===== src/rtl/array_multiplier.sv =====
// Unsigned 6x6 array multiplier: AND-gate partial products reduced by rows of
// ripple adders, with the 12-bit product captured in a register every cycle.

module half_adder (
    input  logic i_a,
    input  logic i_b,
    output logic o_sum,
    output logic o_cout
);
    assign o_sum  = i_a ^ i_b;
    assign o_cout = i_a & i_b;
endmodule

module full_adder (
    input  logic i_a,
    input  logic i_b,
    input  logic i_cin,
    output logic o_sum,
    output logic o_cout
);
    assign o_sum  = i_a ^ i_b ^ i_cin;
    assign o_cout = (i_a & i_b) | (i_a & i_cin) | (i_b & i_cin);
endmodule

module array_multiplier (
    input  logic        clk,
    input  logic        rst,
    input  logic [5:0]  a,
    input  logic [5:0]  b,
    output logic [11:0] m
);
    logic [5:0][5:0] w_pp;
    logic [5:0][5:0] w_sum;
    logic [5:1][5:0] w_carry;
    logic [5:1]      w_cout;
    logic [11:0]     w_product;
    logic [11:0]     r_m;

    genvar gi, gj;

    generate
        for (gi = 0; gi < 6; gi++) begin : g_ppRow
            for (gj = 0; gj < 6; gj++) begin : g_ppCol
                assign w_pp[gi][gj] = a[gj] & b[gi];
            end
        end
    endgenerate

    assign w_sum[0] = w_pp[0];

    // Row i adds its partial products to the previous row shifted right by one:
    // bit j sees sum[i-1][j+1], and the top bit sees the previous row's carry-out.
    generate
        for (gi = 1; gi < 6; gi++) begin : g_row
            half_adder u_ha0 (
                .i_a    (w_pp[gi][0]),
                .i_b    (w_sum[gi-1][1]),
                .o_sum  (w_sum[gi][0]),
                .o_cout (w_carry[gi][0])
            );

            for (gj = 1; gj < 5; gj++) begin : g_mid
                full_adder u_fa (
                    .i_a    (w_pp[gi][gj]),
                    .i_b    (w_sum[gi-1][gj+1]),
                    .i_cin  (w_carry[gi][gj-1]),
                    .o_sum  (w_sum[gi][gj]),
                    .o_cout (w_carry[gi][gj])
                );
            end

            // Row 0 has no carry-out, so the first row's top cell has only two inputs.
            if (gi == 1) begin : g_topHa
                half_adder u_ha5 (
                    .i_a    (w_pp[gi][5]),
                    .i_b    (w_carry[gi][4]),
                    .o_sum  (w_sum[gi][5]),
                    .o_cout (w_carry[gi][5])
                );
            end else begin : g_topFa
                full_adder u_fa5 (
                    .i_a    (w_pp[gi][5]),
                    .i_b    (w_cout[gi-1]),
                    .i_cin  (w_carry[gi][4]),
                    .o_sum  (w_sum[gi][5]),
                    .o_cout (w_carry[gi][5])
                );
            end

            assign w_cout[gi] = w_carry[gi][5];
        end
    endgenerate

    generate
        for (gi = 0; gi < 5; gi++) begin : g_lowBits
            assign w_product[gi] = w_sum[gi][0];
        end
    endgenerate

    assign w_product[10:5] = w_sum[5];
    assign w_product[11]   = w_cout[5];

    always_ff @(posedge clk) begin
        if (rst) begin
            r_m <= 12'd0;
        end else begin
            r_m <= w_product;
        end
    end

    assign m = r_m;

endmodule


===== config.mk =====
export PLATFORM = sky130hd
export DESIGN_NAME = array_multiplier
export DESIGN_NICKNAME = d
export VERILOG_FILES = /design/src/rtl/array_multiplier.sv
export SDC_FILE = /design/constraint.sdc
export NUM_CORES = 1
export LEC_CHECK = 0
export CORE_MARGIN = 5
export CORE_UTILIZATION = 45
export DETAILED_ROUTE_END_ITERATION = 8
export GPL_ROUTABILITY_DRIVEN = 0
export GPL_TIMING_DRIVEN = 0
export PLACE_DENSITY = 0.82
export SYNTH_ARGS = -nofsm -noshare
export SYNTH_HDL_FRONTEND = slang
export SYNTH_SLANG_ARGS = --single-unit

===== constraint.sdc =====
create_clock -name clk -period 8.07 [get_ports clk]
set_input_delay 1.614 -clock clk [delete_from_list [all_inputs] [get_ports clk]]
set_output_delay 1.614 -clock clk [all_outputs]
set_load 0.005 [all_outputs]

==> summary.md <==
| Metric | Value |
|---|---|
| Status | finished, final reports clean |
| Die Span X | 61.75 um |
| Antenna violations before repair | 0 |
| Maximum VDD drop | about 0.17 mV |
| Hold worst-path end | m[0]$_SDFF_PP0_ |
| Bufs on Longest Clock Path | 2 |
| Die area | ~0.0038 sq mm |
| Placed insts | 170 |
| Global route total overflow | 0 |
| First-pass GRT wire length | about 3600 um |
| Largest net degree at the start of global routing | 11 |
| Post-synthesis mux area share | 0% |
| Dpl cell area | about 0.0015 sq mm |
| Initial DRC count | 5 |
| Worst-path clk slew | approximately 0.080 ns |
| Worst rel slew slack | 85.69% |
| Detail Route Antenna Nets | 0 |
| Post-place setup slack | -0.6911 ns |
| Ys Warns | 0 |
| Final hold violation count | 0 |
| Critical path's top delay family | adder cells |
| Global routing's busiest layer | met2 |
| Total global-route track usage | a little over an eighth |
| Die Y | 61.75 um |
| Detailed Place HPWL | 1820 um |
| M1 GR Usage | between 15 and 20% |
| Slowest CP cell | fa_1 |
| Nets | 189 |
| Mapped Cells | around 120 |
| Count of cell types in the netlist | 12 |
| Final Core Density | 61.26% |
| Synth Register Bits | 12 |
| Setup_tns | 0 ns |
| Post-synthesis simple-gate area fraction | 25.23% |
| Vias per inst | 4.575 |
| Critical Path Sink Type | register |
| Max-Cap Viols | 0 |
| Number of cell rows | 18 |
| DRC viols | 0 |
| Design area | between 0.0015 and 0.002 sq mm |
| Largest family of logic cells by synthesized area | adder cells |
| Fmax | about 130 MHz |
| Initial core utilization | 47.77% |
| Final wirelength | slightly below 2000 um |
| Syn avg cell area | around 10 sq um |
| Fillers | between 200 and 250 |
| Crit path cell chain | clkdlybuf4s15_2 -> and2_1 -> ha_1 -> inv_1 -> fa_2 -> fa_1 -> inv_1 -> fa_1 -> fa_1 -> fa_2 -> fa_2 -> inv_1 -> fa_1 -> fa_2 -> inv_1 -> fa_1 -> fa_2 -> fa_2 -> fa_2 -> fa_1 -> nor2b_2 |
| Syn_nets | 159 |
| CP dominant cell by count | fa_2 |
| Root buffer cell | clkbuf_4 |
| Vias post-DR | a little under 800 |
| CTS HTree Levels | 1 |
| Cell Pwr Density | just under 200 mW/mm^2 |
| Sequential element share of the synthesized area | between 10% and 20% |
| CTS tree | yes |
| Routing usage on met2 | between 20% and 30% |
| Leakage | ~0.72 nW |
| Slowest cell delay on critical path | about 0.54 ns |
| Critical path class | in2reg |
| Slack of the critical path | ~0.26 ns |
| Crit share post-route | a little over nine tenths |
| Commonest non-fill, non-tap cell in the layout | inv_1 |
| XOR/XNOR share of the synthesized area | 0% |
| Core area | around 0.0025 sq mm |
| Synth Area in Adders | 46.11% |
| HP Class | in2reg |
| Crit Path Max Fanout | 6 |
| Met3 Usage GRT | under 10% |
| RSZ-0062 raised after global routing | false |
| Crit path DAT | about 8 ns |
| Synth Area in Compound Gates | 0% |
| Final setup viols | 0 |
| Pins Over Slew Limit | 0 |
| Number of I/O pins | 26 |
| Initial DRT Pass Iterations | 4 |
| Final worst path period need | 7.809 ns |
| Crit path required time | around 8.2 ns |
| Vias in the first global route | 855 |
| Hold path depth | 2 |
| Fraction of layout cells with a size suffix above 1 | roughly 22% |
| Input/output buffers | 25 |
| WL/cell | between 10 and 15 um |
| CTS Buf Count | 3 |
| Startpoint of the worst hold path | b[0] |
| Final std cells w/o fill | ~170 |
| Antenna cells | 0 |
| Worst-Margin Slew | 0.2140 ns |
| Clock tree sinks | 12 |
| Most frequent cells in the layout | 25 x inv_1, 20 x and2_1, 20 x clkdlybuf4s50_1 |
| WP buf/inv | 5 |
| Area Overhead vs Synth | 28.24% |
| CP Launch Type | input pin |
| Mapped Area | roughly 0.0012 sq mm |
| Max reg flops | 12 |
==> timing repair <==
item,CTS,global route
cloned,0,0
pin swaps,1,1
buffers inserted,0,0
resized for setup,17,8
hold buffers,0,0
setup endpoints to repair,3,2
==> logic make-up (layout without fill, tap and decap cells) <==
logic type | Yosys count | in the layout
and+or+nand+nor | 47 | 47
adders and majority gates | 30 | 30
buffers and inverters | 26 | 55
DFF | 12 | 12
==> through the flow <==
step | total power, mW | hold slack [ns]
4_1_cts | 0.2997 | 1.768
2_1_floorplan | 0.1857 | 1.791
3_3_place_gp | 0.2408 | 2.315
6_report | 0.2969 | 1.698
5_1_grt | 0.3341 | 1.704
3_5_place_dp | 0.2473 | 2.320
==> cells in the mapped netlist <==
cell type | number | share of area [%]
dfxtp_1 | 12 | 20
nor2b_4 | 2 | 2.3
buf_6 | 1 | 0.93
and2b_1 | 1 | 0.62
and2_1 | 20 | 10
and2_2 | 2 | 1.2
ha_1 | 6 | 6.2
and3b_2 | 1 | 0.83
inv_1 | 25 | 7.8
fa_1 | 24 | 40
nor2b_2 | 8 | 5.8
nand2_1 | 13 | 4.1
==> final cells by class <==
class                      instances  area (sq um)  share of cell area, %
multi-input combinational         77         884.6                  57.25
inverter                          25         93.84                  6.073
tap                               30         37.54                  2.429
timing repair buffer              25         241.5                  15.63
clock buffer                       4         36.28                  2.348
buffer                             1         11.26                 0.7287
sequential                        12         240.2                  15.55
==> power breakdown <==
part	switching [mW]	leakage [nW]	total [mW]	internal [mW]
combinational	0.0708	0.595	0.169	0.0982
clock	0.0213	0.0210	0.0487	0.0274
sequential	0.00388	0.0995	0.0792	0.0754
total	0.0959	0.715	0.297	0.201
==> routing by layer <==
| metal | part of all wire [%] | routed length [um] |
|---|---|---|
| met5 | 0 | 0 |
| met4 | 2.1 | 41 |
| met3 | 4.6 | 92 |
| met2 | 56 | 1101 |
| met1 | 38 | 746 |
==> how the worst max path moves through the flow <==
stage          startpoint                to  slack [ns]  cells after the start
2_1_floorplan        a[1]  m[10]$_SDFF_PP0_        0.22                     20
3_3_place_gp         b[0]  m[10]$_SDFF_PP0_       -0.53                     21
3_5_place_dp         b[0]  m[10]$_SDFF_PP0_       -0.69                     21
4_1_cts              b[0]  m[10]$_SDFF_PP0_       0.003                     21
5_1_grt              a[0]  m[10]$_SDFF_PP0_        0.01                     21
6_report             b[1]  m[10]$_SDFF_PP0_        0.26                     21
(Power assumes the default switching activity.)
